<file path="config.mk">
export PLATFORM = sky130hd
export DESIGN_NAME = alu
export DESIGN_NICKNAME = d
export VERILOG_FILES = /design/src/rtl/alu.sv
export SDC_FILE = /design/constraint.sdc
export NUM_CORES = 1
export LEC_CHECK = 0
export ABC_AREA = 1
export BUFFER_PORTS_ARGS = -buffer_cell sky130_fd_sc_hd__clkbuf_2
export CELL_PAD_IN_SITES_DETAIL_PLACEMENT = 0
export CELL_PAD_IN_SITES_GLOBAL_PLACEMENT = 2
export CORE_MARGIN = 2
export CORE_UTILIZATION = 30
export DETAILED_ROUTE_END_ITERATION = 10
export PLACE_DENSITY_LB_ADDON = 0.3
export SKIP_CTS_REPAIR_TIMING = 1
export SLEW_MARGIN = 20
export SYNTH_ARGS = -nofsm -noshare
export SYNTH_HDL_FRONTEND = slang
export SYNTH_SLANG_ARGS = --single-unit
</file>
<file path="constraint.sdc">
create_clock -name clk -period 2.6 [get_ports clk]
set_input_delay 0.13 -clock clk [delete_from_list [all_inputs] [get_ports clk]]
set_output_delay 0.13 -clock clk [all_outputs]
set_load 0.01 [all_outputs]
</file>
<file path="src/rtl/alu.sv">
// PIC16F84-style ALU: decodes one instruction per cycle against W and an
// external file operand, updating W, a file-result register and C/DC/Z flags.
module alu (
  input  logic        clk,
  input  logic        rst_n,
  input  logic [13:0] OP_CODE,
  input  logic [7:0]  L_REG,
  input  logic [7:0]  REG1,
  input  logic        d,
  input  logic [2:0]  b,
  output logic [7:0]  W_REG,
  output logic [7:0]  FSR_REG,
  output logic [7:0]  STATUS_REG
);

  typedef enum logic [4:0] {
    OP_NOP,   OP_ADDWF, OP_ANDWF, OP_COMF,  OP_DECF,  OP_INCF,
    OP_IORWF, OP_MOVF,  OP_RLF,   OP_RRF,   OP_SUBWF, OP_SWAPF,
    OP_XORWF, OP_CLRF,  OP_CLRW,  OP_MOVWF, OP_BCF,   OP_BSF,
    OP_MOVLW, OP_ADDLW, OP_SUBLW, OP_ANDLW, OP_IORLW, OP_XORLW
  } op_e;

  logic [7:0] r_w;
  logic [7:0] r_fsr;
  logic       r_c;
  logic       r_dc;
  logic       r_z;

  op_e        w_op;
  logic [7:0] w_res;
  logic       w_c_nxt;
  logic       w_dc_nxt;
  logic       w_z_nxt;
  logic       w_upd_z;
  logic       w_file;
  logic       w_wr_w;
  logic       w_wr_f;
  logic       w_unused_ok;

  // Returns {carry out of bit 7, carry out of bit 3, 8-bit sum}.
  function automatic logic [9:0] add8(input logic [7:0] a, input logic [7:0] x,
                                      input logic cin);
    logic [8:0] full;
    logic [4:0] nib;
    full = {1'b0, a} + {1'b0, x} + {8'b0, cin};
    nib  = {1'b0, a[3:0]} + {1'b0, x[3:0]} + {4'b0, cin};
    return {full[8], nib[4], full[7:0]};
  endfunction

  // Subtraction as a + ~x + 1, so carry-out doubles as "no borrow".
  function automatic logic [9:0] sub8(input logic [7:0] a, input logic [7:0] x);
    return add8(a, ~x, 1'b1);
  endfunction

  function automatic logic [7:0] bitop(input logic [7:0] v, input logic [2:0] idx,
                                       input logic set);
    logic [7:0] r;
    r      = v;
    r[idx] = set;
    return r;
  endfunction

  // Only the upper seven opcode bits take part in decode.
  assign w_unused_ok = ^OP_CODE[6:0];

  always_comb begin
    w_op = OP_NOP;
    casez (OP_CODE[13:8])
      6'b000111: w_op = OP_ADDWF;
      6'b000101: w_op = OP_ANDWF;
      6'b001001: w_op = OP_COMF;
      6'b000011: w_op = OP_DECF;
      6'b001010: w_op = OP_INCF;
      6'b000100: w_op = OP_IORWF;
      6'b001000: w_op = OP_MOVF;
      6'b001101: w_op = OP_RLF;
      6'b001100: w_op = OP_RRF;
      6'b000010: w_op = OP_SUBWF;
      6'b001110: w_op = OP_SWAPF;
      6'b000110: w_op = OP_XORWF;
      6'b000001: w_op = OP_CODE[7] ? OP_CLRF : OP_CLRW;
      6'b000000: w_op = OP_CODE[7] ? OP_MOVWF : OP_NOP;
      6'b0100??: w_op = OP_BCF;
      6'b0101??: w_op = OP_BSF;
      6'b1100??: w_op = OP_MOVLW;
      6'b11111?: w_op = OP_ADDLW;
      6'b11110?: w_op = OP_SUBLW;
      6'b111001: w_op = OP_ANDLW;
      6'b111000: w_op = OP_IORLW;
      6'b111010: w_op = OP_XORLW;
      default:   w_op = OP_NOP;
    endcase
  end

  always_comb begin
    w_res    = r_w;
    w_c_nxt  = r_c;
    w_dc_nxt = r_dc;
    w_z_nxt  = r_z;
    w_upd_z  = 1'b0;
    w_file   = 1'b0;
    w_wr_w   = 1'b0;
    w_wr_f   = 1'b0;
    case (w_op)
      OP_ADDWF: begin {w_c_nxt, w_dc_nxt, w_res} = add8(REG1, r_w, 1'b0); w_upd_z = 1'b1; w_file = 1'b1; end
      OP_SUBWF: begin {w_c_nxt, w_dc_nxt, w_res} = sub8(REG1, r_w);       w_upd_z = 1'b1; w_file = 1'b1; end
      OP_ANDWF: begin w_res = REG1 & r_w;   w_upd_z = 1'b1; w_file = 1'b1; end
      OP_IORWF: begin w_res = REG1 | r_w;   w_upd_z = 1'b1; w_file = 1'b1; end
      OP_XORWF: begin w_res = REG1 ^ r_w;   w_upd_z = 1'b1; w_file = 1'b1; end
      OP_COMF:  begin w_res = ~REG1;        w_upd_z = 1'b1; w_file = 1'b1; end
      OP_DECF:  begin w_res = REG1 - 8'd1;  w_upd_z = 1'b1; w_file = 1'b1; end
      OP_INCF:  begin w_res = REG1 + 8'd1;  w_upd_z = 1'b1; w_file = 1'b1; end
      OP_MOVF:  begin w_res = REG1;         w_upd_z = 1'b1; w_file = 1'b1; end
      OP_SWAPF: begin w_res = {REG1[3:0], REG1[7:4]}; w_file = 1'b1; end
      // Rotates go through the carry flag; Z is left alone.
      OP_RLF:   begin w_res = {REG1[6:0], r_c}; w_c_nxt = REG1[7]; w_file = 1'b1; end
      OP_RRF:   begin w_res = {r_c, REG1[7:1]}; w_c_nxt = REG1[0]; w_file = 1'b1; end
      OP_CLRF:  begin w_res = 8'h00; w_upd_z = 1'b1; w_wr_f = 1'b1; end
      OP_CLRW:  begin w_res = 8'h00; w_upd_z = 1'b1; w_wr_w = 1'b1; end
      OP_MOVWF: begin w_res = r_w;   w_wr_f = 1'b1; end
      OP_BCF:   begin w_res = bitop(REG1, b, 1'b0); w_wr_f = 1'b1; end
      OP_BSF:   begin w_res = bitop(REG1, b, 1'b1); w_wr_f = 1'b1; end
      OP_MOVLW: begin w_res = L_REG; w_wr_w = 1'b1; end
      OP_ADDLW: begin {w_c_nxt, w_dc_nxt, w_res} = add8(L_REG, r_w, 1'b0); w_upd_z = 1'b1; w_wr_w = 1'b1; end
      OP_SUBLW: begin {w_c_nxt, w_dc_nxt, w_res} = sub8(L_REG, r_w);       w_upd_z = 1'b1; w_wr_w = 1'b1; end
      OP_ANDLW: begin w_res = L_REG & r_w; w_upd_z = 1'b1; w_wr_w = 1'b1; end
      OP_IORLW: begin w_res = L_REG | r_w; w_upd_z = 1'b1; w_wr_w = 1'b1; end
      OP_XORLW: begin w_res = L_REG ^ r_w; w_upd_z = 1'b1; w_wr_w = 1'b1; end
      default:  begin w_res = r_w; end
    endcase
    if (w_upd_z) w_z_nxt = (w_res == 8'h00);
    if (w_file) begin
      w_wr_w = ~d;
      w_wr_f = d;
    end
  end

  always_ff @(posedge clk or negedge rst_n) begin
    if (!rst_n) begin
      r_w   <= 8'h00;
      r_fsr <= 8'h00;
      r_c   <= 1'b0;
      r_dc  <= 1'b0;
      r_z   <= 1'b0;
    end else begin
      if (w_wr_w) r_w   <= w_res;
      if (w_wr_f) r_fsr <= w_res;
      r_c  <= w_c_nxt;
      r_dc <= w_dc_nxt;
      r_z  <= w_z_nxt;
    end
  end

  assign W_REG      = r_w;
  assign FSR_REG    = r_fsr;
  assign STATUS_REG = {5'b00000, r_z, r_dc, r_c};

endmodule

</file>
Word level (Yosys, flattened, before mapping)
Index checks and enable logic that the tools add are counted.
W data, S select, Z words.

cells by class
  multiplexer cells = 14
  order comparisons = 2
  add/sub/neg operators = 14
  reduce and logical (&&, ||, !) cells = 10
  equality and inequality tests = 44
  bitwise logic cells = 12

operators by type and width
  operator               number
  $pmux W8 S21           1
  $pmux W5 S22           1
  $eq A5 B5 Y1 const B   10
  $eq A5 B4 Y1 const B   8
  $add A8 B8 Y9          4
  $eq A6 B4 Y1 const B   6
  $and A8 B8 Y8          3
  $eq A6 B3 Y1 const B   4
  $not A8 Y8             3
  $or A8 B8 Y8           3
  $add A4 B4 Y5          4
  $eq A5 B3 Y1 const B   4
  $add A9 B1 Y9 const B  2
  $eq A6 B6 Y1 const B   3
  $reduce_or A16 Y1      1
  $xor A8 B8 Y8          2
  $eq A6 B2 Y1 const B   2
  $reduce_or A12 Y1      1
  $add A5 B1 Y5 const B  2
  $eq A5 B2 Y1 const B   2
  $add A8 B1 Y8 const B  1
  $eq A4 B3 Y1 const B   2
  $logic_not A8 Y1       1
  $sub A8 B1 Y8 const B  1
  other kinds (19)       25

word-level totals
  flip-flop bits (word level) = 19
  output and inout bits = 24
  word-level logic and storage cells = 101
  bits of input ports = 36

Logic depth before layout (Yosys ltp)
Gate-level depths: netlist of the first run.

  depth in word-level cells = 8
  gate-level depth with buffers = 20
  gate-level depth less buffers = 20

Least setup slack after synthesis of the first run
OpenSTA, ideal clock, no wires.

  path kind = register to register
  start = register r_w[3], in the netlist W_REG[3]
  end = register r_z
  data required time = 2.535 ns
  data arrival time = 2.262 ns
  library setup time = 0.065 ns
  buffers on the path = 1
  period minus slack after synthesis = 2.327 ns
  cell stages (with the launch flop) = 17
  path slack = 0.273 ns
  cell sequence = dfrtp_1 inv_1 ha_1 clkbuf_1 a21oi_1 or2_2 nand3_1 nand2_1 nand3_1 nand2_1 nor2_1 nand2_1 nor2_1 nand3_1 nor2_1 nand2_1 nand2_1

on the way
  longest elaborated chain between the ends = 5
  elaborated cells on any way between the ends = 15
  those cells by class = add/sub: 6; mux: 1; bitwise: 7; reduce/logical: 1

RTL lines
  element                   RTL line  text
  start: declaration        23        logic [7:0] r_w;
  start signal: assignment  146       if (w_wr_w) r_w <= w_res;
  $not A8 Y8                52        return add8(a, ~x, 1'b1);
  $add A8 B8 Y9             45        full = {1'b0, a} + {1'b0, x} + {8'b0, cin};
  $add A9 B1 Y9             45
  $pmux W8 S21 (*)          104       case (w_op)
  $logic_not A8 Y1 (*)      131       if (w_upd_z) w_z_nxt = (w_res == 8'h00);
  end signal: assignment    150       r_z <= w_z_nxt;
  end: declaration          27        logic r_z;

Every way passes the cells marked *; elsewhere a longest branch is shown, timed or not.
A chain may end at the register's enable or synchronous reset.

Worst setup path after layout of the first run
  start = register r_w[2], in the netlist W_REG[2]
  end = register r_w[5], in the netlist W_REG[5]

on the way
  longest elaborated chain between the ends = 4
  elaborated cells on any way between the ends = 8
  those cells by class = add/sub: 6; mux: 1; bitwise: 1

RTL lines
  element           RTL line
  $not A8 Y8        52
  $add A8 B8 Y9     45
  $add A9 B1 Y9     45
  $pmux W8 S21 (*)  104

Marked as above.

==> results of run 1 <==
[metal layers]
layer | vias to the layer above | part of all wire | global-route usage
met1 | 2733 | 0.46 | 0.3643
met2 | 207 | 0.44 | 0.4127
met4 | 0 | 0.045 | 0.1138
li1 | 3032 | - | -
met5 | - | 0 | 0
met3 | 43 | 0.060 | 0.02620
[cell type report]
cell class	count	area, um^2
clock buffers	4	78.83
inverters	119	450.4
repair buffers	135	910.9
multi-input cells	701	3694
fillers	1743	9300
well taps	188	235.2
flip-flops and latches	19	476.7
[report_power, final]
group	switching, uW	internal (uW)
sequential	87.9	407
clock	107	208
combinational	1750	1090
total	1940	1700
[worst max-delay path, cell delays in order (launching register included)]
cell     delay, ps
dfrtp_1        380
inv_2          140
ha_2           340
buf_4          150
nand2_1         50
nand2_1         60
buf_4          130
nand2_1         70
nand4_1         90
nand3_1        190
nand4_1        110
nor2_1         180
nand4_1        250
nand3_1        130
o21ai_1         70
[worst min path at each step]
| stage | from | to | slack (ps) | cells past startpoint |
|---|---|---|---|---|
| 2_1_floorplan | rst_n | FSR_REG[0]$_DFFE_PN0P_ | -170 | 0 |
| 3_3_place_gp | rst_n | W_REG[3]$_DFFE_PN0P_ | 110 | 1 |
| 3_5_place_dp | rst_n | W_REG[4]$_DFFE_PN0P_ | 120 | 1 |
| 4_1_cts | rst_n | FSR_REG[5]$_DFFE_PN0P_ | -150 | 1 |
| 5_1_grt | d | FSR_REG[7]$_DFFE_PN0P_ | 380 | 4 |
| 6_report | d | FSR_REG[7]$_DFFE_PN0P_ | 340 | 4 |
[registers in the layout (all words and copies together) (netlist names)]
signal and count:
r_z 1, FSR_REG 8, r_c 1, r_dc 1
W_REG 8
[Yosys cell counts (2+ instances only)]
| library cell | count |
|---|---|
| xor2_1 | 2 |
| dfrtp_1 | 19 |
| o21ai_0 | 28 |
| inv_1 | 110 |
| ha_1 | 42 |
| nand2_1 | 258 |
| fa_1 | 5 |
| buf_4 | 9 |
| nand2_4 | 2 |
| nand3_1 | 119 |
| nor2_4 | 3 |
| a31oi_1 | 2 |
| a211oi_1 | 2 |
| xnor2_1 | 4 |
| nor3_1 | 4 |
| o22ai_1 | 4 |
| nor2_1 | 100 |
| inv_2 | 9 |
| or2_2 | 2 |
| nor2_2 | 4 |
| clkbuf_1 | 5 |
| buf_2 | 8 |
| nand4_1 | 25 |
| nand3_2 | 2 |
| nand2_2 | 8 |
| o211ai_1 | 8 |
| o21ai_1 | 22 |
| a21oi_1 | 39 |
[logic make-up after synthesis]
logic type               after synthesis
XOR/XNOR                               6
other                                  1
adder cells (fa/ha/maj)               47
AND/OR/NAND/NOR                      533
flip-flops                            19
buffers and inverters                141
AO/OA/AOI/OAI                        110
[through the flow]
step	TNS (ps)	cells	power, uW
after floorplan	0	861	2078
after global placement	0	1157	3171
after detailed placement	0	1157	3169
after CTS	0	1161	3498
after global routing	-45.52	1166	3986
final	0	1166	3643
==> flow_summary.toml, run 1 <==
[run_status]
status = "completed"

[synth]
seq_area_frac_synth = 0.1023
syn_area_per_cell_um2 = 5.425
synth_adder_area_share = 0.1346
synth_top_family_by_area = "simple AND/OR/NAND/NOR gates"
synth_area_leaders = "nand2_1 (21%), nand3_1 (13%), ha_1 (11%)"
synth_top_area_share = 0.2083
synth_seq_cells = 19
synthSimpleGateAreaFrac = 0.4989
netlist_instances = 857
yosys.area.top_type = "nand2_1"
postSynth.asyncResetShare = 1.000
synth-edff-count = 0
synth_compound_area_frac = 0.1289
synth_xor_area_frac = 0.01130
syn_area_um2 = 4649
synth_top_flop_cell = "dfrtp_1"
synth.yosys.warnings = 0
synthMuxAreaShare = 0
synth_cell_types = 40

[finish]
final_cell_area_um2 = 5846
nNetsFinal = 1062
final_cell_mix = "nand2_1 (258), nand3_1 (116), inv_1 (107)"
antenna_cells = 0
syn_to_final_growth_pct = 25.73
final_common_cell = "nand2_1"
fin_util = 0.3860
drive_gt1_frac = 0.1933

[worst_setup_path]
crit_fanout = 4
reg2reg_from = "W_REG[2]$_DFFE_PN0P_"
crit_arrival_ps = 2580
critPathLaunchType = "flop"
ff2ff_path_depth = 14
r2r-end = "W_REG[5]$_DFFE_PN0P_"
setup.worst_path.start = "W_REG[2]$_DFFE_PN0P_"
rrSetupSlack_ps = 140
end_kind = "flop"
required_ps = 2720
crit_type = "flop to flop"
crit_end = "W_REG[5]$_DFFE_PN0P_"

[die]
core-area_um2 = 15150
top_level_ports = 60
die_h_um = 128.5
num_rows = 45
die_x_um = 128.5
start_util = 0.3070
die_area_um2 = 16510

[placed_design]
dp_hpwl_mm = 17.67
io_buffers = 47
post_dp_cell_area_um2 = 5632
place_congestion = 0.9848
dp_slack_ps = 24.31

[sta]
timing.fmax_ghz = 0.4068
maxSlewHeadroom = 0.6383
clock_skew_ps = 1.591
fin_ws_ps = 141.7
period_needed_ps = 2458
min_period_over_period = 0.9455
tightest_slew_ps = 539.3
rsz0062_at_grt = "true"
finalHoldViolations = 0
drv_slew = 0
setup_violations = 0
holdWs_ps = 342.4

[grt]
grt_pass1_wl_mm = 32.85
grt_util_all_layers = 0.2619
grt_max_degree = 20
grt_overflow = 0
grt_antenna_before_repair = 0
grt_pass1_vias = 5738

[routing]
dr.pass1.iters = 6
final_antenna_net_count = 0
wl_per_cell_um = 18.44
drtIter0Drc = 625
vias_per_cell = 5.159
vias = 6015
route.detailed.drc = 0
wl_mm = 21.51

[pwr]
peakVddDrop_v = 0.0002756
leakage_uw = 0.003339
power_density_nw_per_um2 = 623.1

[cts]
cts_tree = "yes"
clock_path_buffers = 2
cts-buffers-inserted = 3
clk_pin_slew_worst_paths_ps = 50
htreeDepth = 1
clk_latency_ps = 250
root_buffer = "clkbuf_16"
cts.sinks = 19

[hold_path]
min_path_type = "input port to flop"

[flow_run]
max-cap-violations = 0
(Power assumes the default switching activity.)
==> run 2: changes to the inputs <==
--- a/config.mk
+++ b/config.mk
@@ -5,12 +5,13 @@
 export SDC_FILE = /design/constraint.sdc
 export NUM_CORES = 1
 export LEC_CHECK = 0
-export ABC_AREA = 1
+export ABC_AREA = 0
 export BUFFER_PORTS_ARGS = -buffer_cell sky130_fd_sc_hd__clkbuf_2
 export CELL_PAD_IN_SITES_DETAIL_PLACEMENT = 0
 export CELL_PAD_IN_SITES_GLOBAL_PLACEMENT = 2
+export CORE_ASPECT_RATIO = 1.25
 export CORE_MARGIN = 2
-export CORE_UTILIZATION = 30
+export CORE_UTILIZATION = 35
 export DETAILED_ROUTE_END_ITERATION = 10
 export PLACE_DENSITY_LB_ADDON = 0.3
 export SKIP_CTS_REPAIR_TIMING = 1
==> run 2 against run 1 <==
  * Register-to-register slack got worse by 650 ps
  * The flow now finishes with violations (negative setup slack)
  * Clock power grew 13%
  * Worst setup slack worse by 650 ps
  * Highest routed layer unchanged
  * Critical endpoint is now r_z$_DFFE_PN0P_
  * Cell count is 17% lower
==> flow_summary.toml, run 2 <==
[run_status]
status = "complete, but fails checks"
violations = "negative setup slack"

[die]
die_area_um2 = 13890
start_util = 0.3582
die_x_um = 105.8
die_h_um = 131.3
core-area_um2 = 12660
num_rows = 46
top_level_ports = 60

[sta]
rsz0062_at_grt = "true"
finalHoldViolations = 0
drv_slew = 0
maxSlewHeadroom = 0.5668
min_period_over_period = 1.196
timing.fmax_ghz = 0.3216
tns_ps = -2789
period_needed_ps = 3109
clock_skew_ps = 12.39
setup_violations = 13
fin_ws_ps = -509.0
tightest_slew_ps = 644.8

[finish]
final_cell_area_um2 = 6720
multi_input_area_um2 = 4100
drive_gt1_frac = 0.4330
area.sequential_um2 = 479.2
syn_to_final_growth_pct = 48.17
nNetsFinal = 883
final_cell_mix = "buf_4 (193), nand2_1 (49), clkbuf_2 (47)"
final_common_cell = "buf_4"
antenna_cells = 0
nFillCells = 1257

[worst_setup_path]
slowest_delay_ps = 550
required_ps = 2770
critPathSlowestCell = "or4b_4"
critPathLaunchType = "flop"
crit_type = "flop to flop"
crit_fanout = 5
path_cells = "clkinv_4, ha_4, nand2b_4, a2111o_1, and4b_1, nor3_2, a21oi_1, a211o_1, or4b_4, o41ai_2"
end_kind = "flop"
crit_arrival_ps = 3280

[routing]
drtIter0Drc = 546
route.detailed.drc = 0
wl_mm = 22.56
dr.pass1.iters = 5
vias = 5803
vias_per_cell = 6.001
final_antenna_net_count = 0
wl_per_cell_um = 23.33

[cts]
clk_latency_ps = 270
htreeDepth = 1
cts-buffers-inserted = 3
cts_tree = "yes"
clock_path_buffers = 2
root_buffer = "clkbuf_16"
clk_pin_slew_worst_paths_ps = 80
cts.sinks = 19

[synth]
synth.yosys.warnings = 0
netlist_instances = 600
postSynth.asyncResetShare = 1.000
synth_top_flop_cell = "dfrtp_1"
synth_seq_cells = 19
synth_area_leaders = "ha_1 (12%), dfrtp_1 (10%), a21oi_1 (4.6%)"
yosysMostFrequentCell = "nand2_1"
syn_area_per_cell_um2 = 7.559
synth_common_cells = "nand2_1 (51), a21oi_1 (42), ha_1 (42)"
yosys.area.top_type = "ha_1"
seq_area_frac_synth = 0.1048
synth_cell_types = 86
syn_area_um2 = 4536
synth-edff-count = 0
synth_top_area_share = 0.1159

[placed_design]
post_dp_cell_area_um2 = 6241
dp_slack_ps = -699.8
dp_hpwl_mm = 17.97
place_congestion = 1.007
io_buffers = 47

[grt]
grt_pass1_wl_mm = 33.83
grt_pass1_vias = 5730
grt_antenna_before_repair = 0
grt_max_degree = 24
grt_overflow = 0
grt_util_all_layers = 0.3166

[flow_run]
max-cap-violations = 0

[pwr]
peakVddDrop_v = 0.0003703
leakage_uw = 0.002978
power_density_nw_per_um2 = 689.8

[hold_path]
min_path_type = "input port to flop"
run 2: worst max-delay path: cells and delay by family (launching register included):
kind	cells	cell delay, ps
flops	1	440
simple gates	4	1090
compound gates	4	1140
buf+inv	1	110
fa+ha+maj	1	220
run 2: layer usage:
metal | GRT usage | part of all wire | wire, um | vias up
met3 | 0.03026 | 0.050 | 1127 | 83
li1 | - | - | - | 2644
met2 | 0.5405 | 0.48 | 10920 | 243
met5 | 0 | 0 | 0 | -
met4 | 0.1615 | 0.067 | 1507 | 0
met1 | 0.3920 | 0.40 | 9010 | 2833
run 2: per-stage QoR:
step	hold WS (ps)	utilization	power [uW]	std cells
final	286.6	0.5307	4636	967
after global routing	301.8	0.5307	4939	967
after CTS	-130.4	0.4994	4212	956
after detailed placement	151.6	0.4929	3834	952
after global placement	145.4	0.4929	3784	952
after floorplan	-165.6	-	2316	604
run 2: cell families after synthesis:
group | synth area share
AO/OA/AOI/OAI | 0.3015
XOR/XNOR | 0.05021
adder cells (fa/ha/maj) | 0.1379
buffers and inverters | 0.09572
flip-flops | 0.1048
multiplexers | 0.06952
other | 0.0008268
AND/OR/NAND/NOR | 0.2394
run 2: final cells by class:
cell class	count	area share
Multi-Input combinational cell	504	0.6101
Clock inverter	1	0.001117
Sequential cell	19	0.07131
Inverter	29	0.01694
Tap cell	168	0.03128
Timing Repair Buffer	243	0.2581
Clock buffer	3	0.01117
run 2: worst paths after layout:
path,startpoint,endpoint,slack [ps],cells past startpoint
min in group asynchronous,rst_n,r_dc$_DFFE_PN0P_,390,2
worst min register to register,r_z$_DFFE_PN0P_,r_z$_DFFE_PN0P_,500,2
worst max register to register,W_REG[1]$_DFFE_PN0P_,r_z$_DFFE_PN0P_,-510,10
worst max-delay path,W_REG[1]$_DFFE_PN0P_,r_z$_DFFE_PN0P_,-510,10
max in group asynchronous,rst_n,W_REG[0]$_DFFE_PN0P_,1790,2
worst min-delay path,REG1[7],r_c$_DFFE_PN0P_,290,4
run 2: power by group:
part / internal (uW) / switching, uW
Clock: 209 / 147
Combinational: 1810 / 1940
Sequential: 430 / 96.7
==> run 3: changes to the inputs <==
==> constraint.sdc (replaced) <==
create_clock -name clk -period 3.45 [get_ports clk]
set_input_delay 0.1725 -clock clk [delete_from_list [all_inputs] [get_ports clk]]
set_output_delay 0.1725 -clock clk [all_outputs]
set_load 0.01 [all_outputs]
==> run 3 against run 2 <==
  * Largest cell class unchanged
  * Utilization fell by 12 points
  * Maximum frequency fell by 4.1%
  * Critical endpoint unchanged
  * The run now ends clean
  * Clock skew fell by 7.9 ps
  * Largest power group unchanged
==> flow_summary.toml, run 3 (same netlist as run 2, synthesis figures left out) <==
[die]
die_h_um = 131.3
start_util = 0.3582
die_x_um = 105.8
die_area_um2 = 13890
core-area_um2 = 12660
top_level_ports = 60
num_rows = 46

[routing]
dr.pass1.iters = 5
final_antenna_net_count = 0
drtIter0Drc = 532
vias = 5108
vias_per_cell = 6.192
route.detailed.drc = 0
wl_mm = 18.81
wl_per_cell_um = 22.80

[pwr]
leakage_uw = 0.002208
power_frac_clock = 0.094
internal_power_uw = 1331
power_density_nw_per_um2 = 527.6
switchingPower_uw = 1396
p_comb_frac = 0.756
peakVddDrop_v = 0.0003356
p_sw_frac = 0.5120
power_frac_seq = 0.150

[cts]
htreeDepth = 1
cts_tree = "yes"
clk_pin_slew_worst_paths_ps = 60
clock_path_buffers = 2
root_buffer = "clkbuf_16"
cts-buffers-inserted = 3
clk_latency_ps = 260
cts.sinks = 19

[placed_design]
dp_hpwl_mm = 14.76
io_buffers = 47
post_dp_cell_area_um2 = 5069
place_congestion = 0.9065

[sta]
period_needed_ps = 3241
clock_skew_ps = 4.480
finalHoldViolations = 0
drv_slew = 0
setup_violations = 0
maxSlewHeadroom = 0.2856
tightest_slew_ps = 1069
tns_ps = 0
timing.fmax_ghz = 0.3086
min_period_over_period = 0.9394
rsz0062_at_grt = "false"

[worst_setup_path]
crit_fanout = 5
ff2ff_path_depth = 10
critPathLaunchType = "flop"
required_ps = 3610
crit_type = "flop to flop"
crit_arrival_ps = 3400
end_kind = "flop"

[grt]
grt_util_all_layers = 0.2683
grt_pass1_vias = 5053
grt_pass1_wl_mm = 28.95
grt_overflow = 0
grt_max_degree = 33
grt_antenna_before_repair = 0

[finish]
final_cell_mix = "buf_4 (53), nand2_1 (51), clkbuf_2 (47)"
drive_gt1_frac = 0.2222
nNetsFinal = 741
fin_util = 0.4082
antenna_cells = 0
final_cell_area_um2 = 5169
final_common_cell = "buf_4"
syn_to_final_growth_pct = 13.96

[run_status]
status = "completed"

[flow_run]
max-cap-violations = 0

[hold_path]
min_path_type = "input port to async pin"
[run 3: cell count changes in the layout (fill, tap and decap cells not counted), sizes merged]
cell | before | now
buf | 195 | 53
inv | 28 | 29
clkinv | 1 | 0
[run 3: final timing paths]
kind / start / to / slack, ps
worst min-delay path: rst_n / W_REG[1]$_DFFE_PN0P_ / 430
worst max-delay path: W_REG[1]$_DFFE_PN0P_ / r_z$_DFFE_PN0P_ / 210
worst max register to register: W_REG[1]$_DFFE_PN0P_ / r_z$_DFFE_PN0P_ / 210
min in group clk: L_REG[7] / r_c$_DFFE_PN0P_ / 480
worst min register to register: r_z$_DFFE_PN0P_ / r_z$_DFFE_PN0P_ / 510
max in group asynchronous: rst_n / W_REG[0]$_DFFE_PN0P_ / 2630
[run 3: power groups by stage]
| stage | registers, uW | clock network, uW | logic, uW |
|---|---|---|---|
| after global placement | 407 | 0 | 2010 |
| after global routing | 423 | 268 | 2230 |
| after floorplan | 463 | 0 | 1220 |
| after detailed placement | 411 | 0 | 2020 |
| after CTS | 408 | 259 | 2030 |
| final | 408 | 256 | 2060 |
[run 3: area by class of cell]
cell class	count	area (um^2)
clock buffers	3	75.07
clock inverters	1	7.507
fillers	1375	7493
inverters	29	108.9
multi-input cells	504	3647
flip-flops and latches	19	476.7
well taps	168	210.2
repair buffers	101	643.1
[run 3: metal layers]
metal / up-vias / share of wire / wire length (um) / global-route usage
met5: - / 0 / 0 / 0
met3: 69 / 0.053 / 1002 / 0.03026
met2: 232 / 0.45 / 8488 / 0.4244
li1: 2359 / - / - / -
met4: 0 / 0.064 / 1198 / 0.1374
met1: 2448 / 0.43 / 8115 / 0.3577
[run 3: critical path: stages, from the launching register on]
cell	delay (ps)
dfrtp_1	440
inv_1	240
ha_1	290
nand2b_1	170
a2111o_1	460
and4b_1	210
nor3_1	130
a21oi_1	100
a211o_1	300
or4b_1	530
o41ai_2	270
[run 3: per-stage QoR]
| stage | setup slack, ps | std cells | hold WS (ps) | power (uW) |
|---|---|---|---|---|
| 2_1_floorplan | 109.2 | 604 | -123.1 | 1686 |
| 3_3_place_gp | 149.0 | 820 | 160.0 | 2420 |
| 3_5_place_dp | 37.80 | 820 | 172.9 | 2433 |
| 4_1_cts | 190.0 | 824 | -103.2 | 2702 |
| 5_1_grt | 13.54 | 825 | 487.8 | 2922 |
| 6_report | 209.1 | 825 | 427.6 | 2727 |
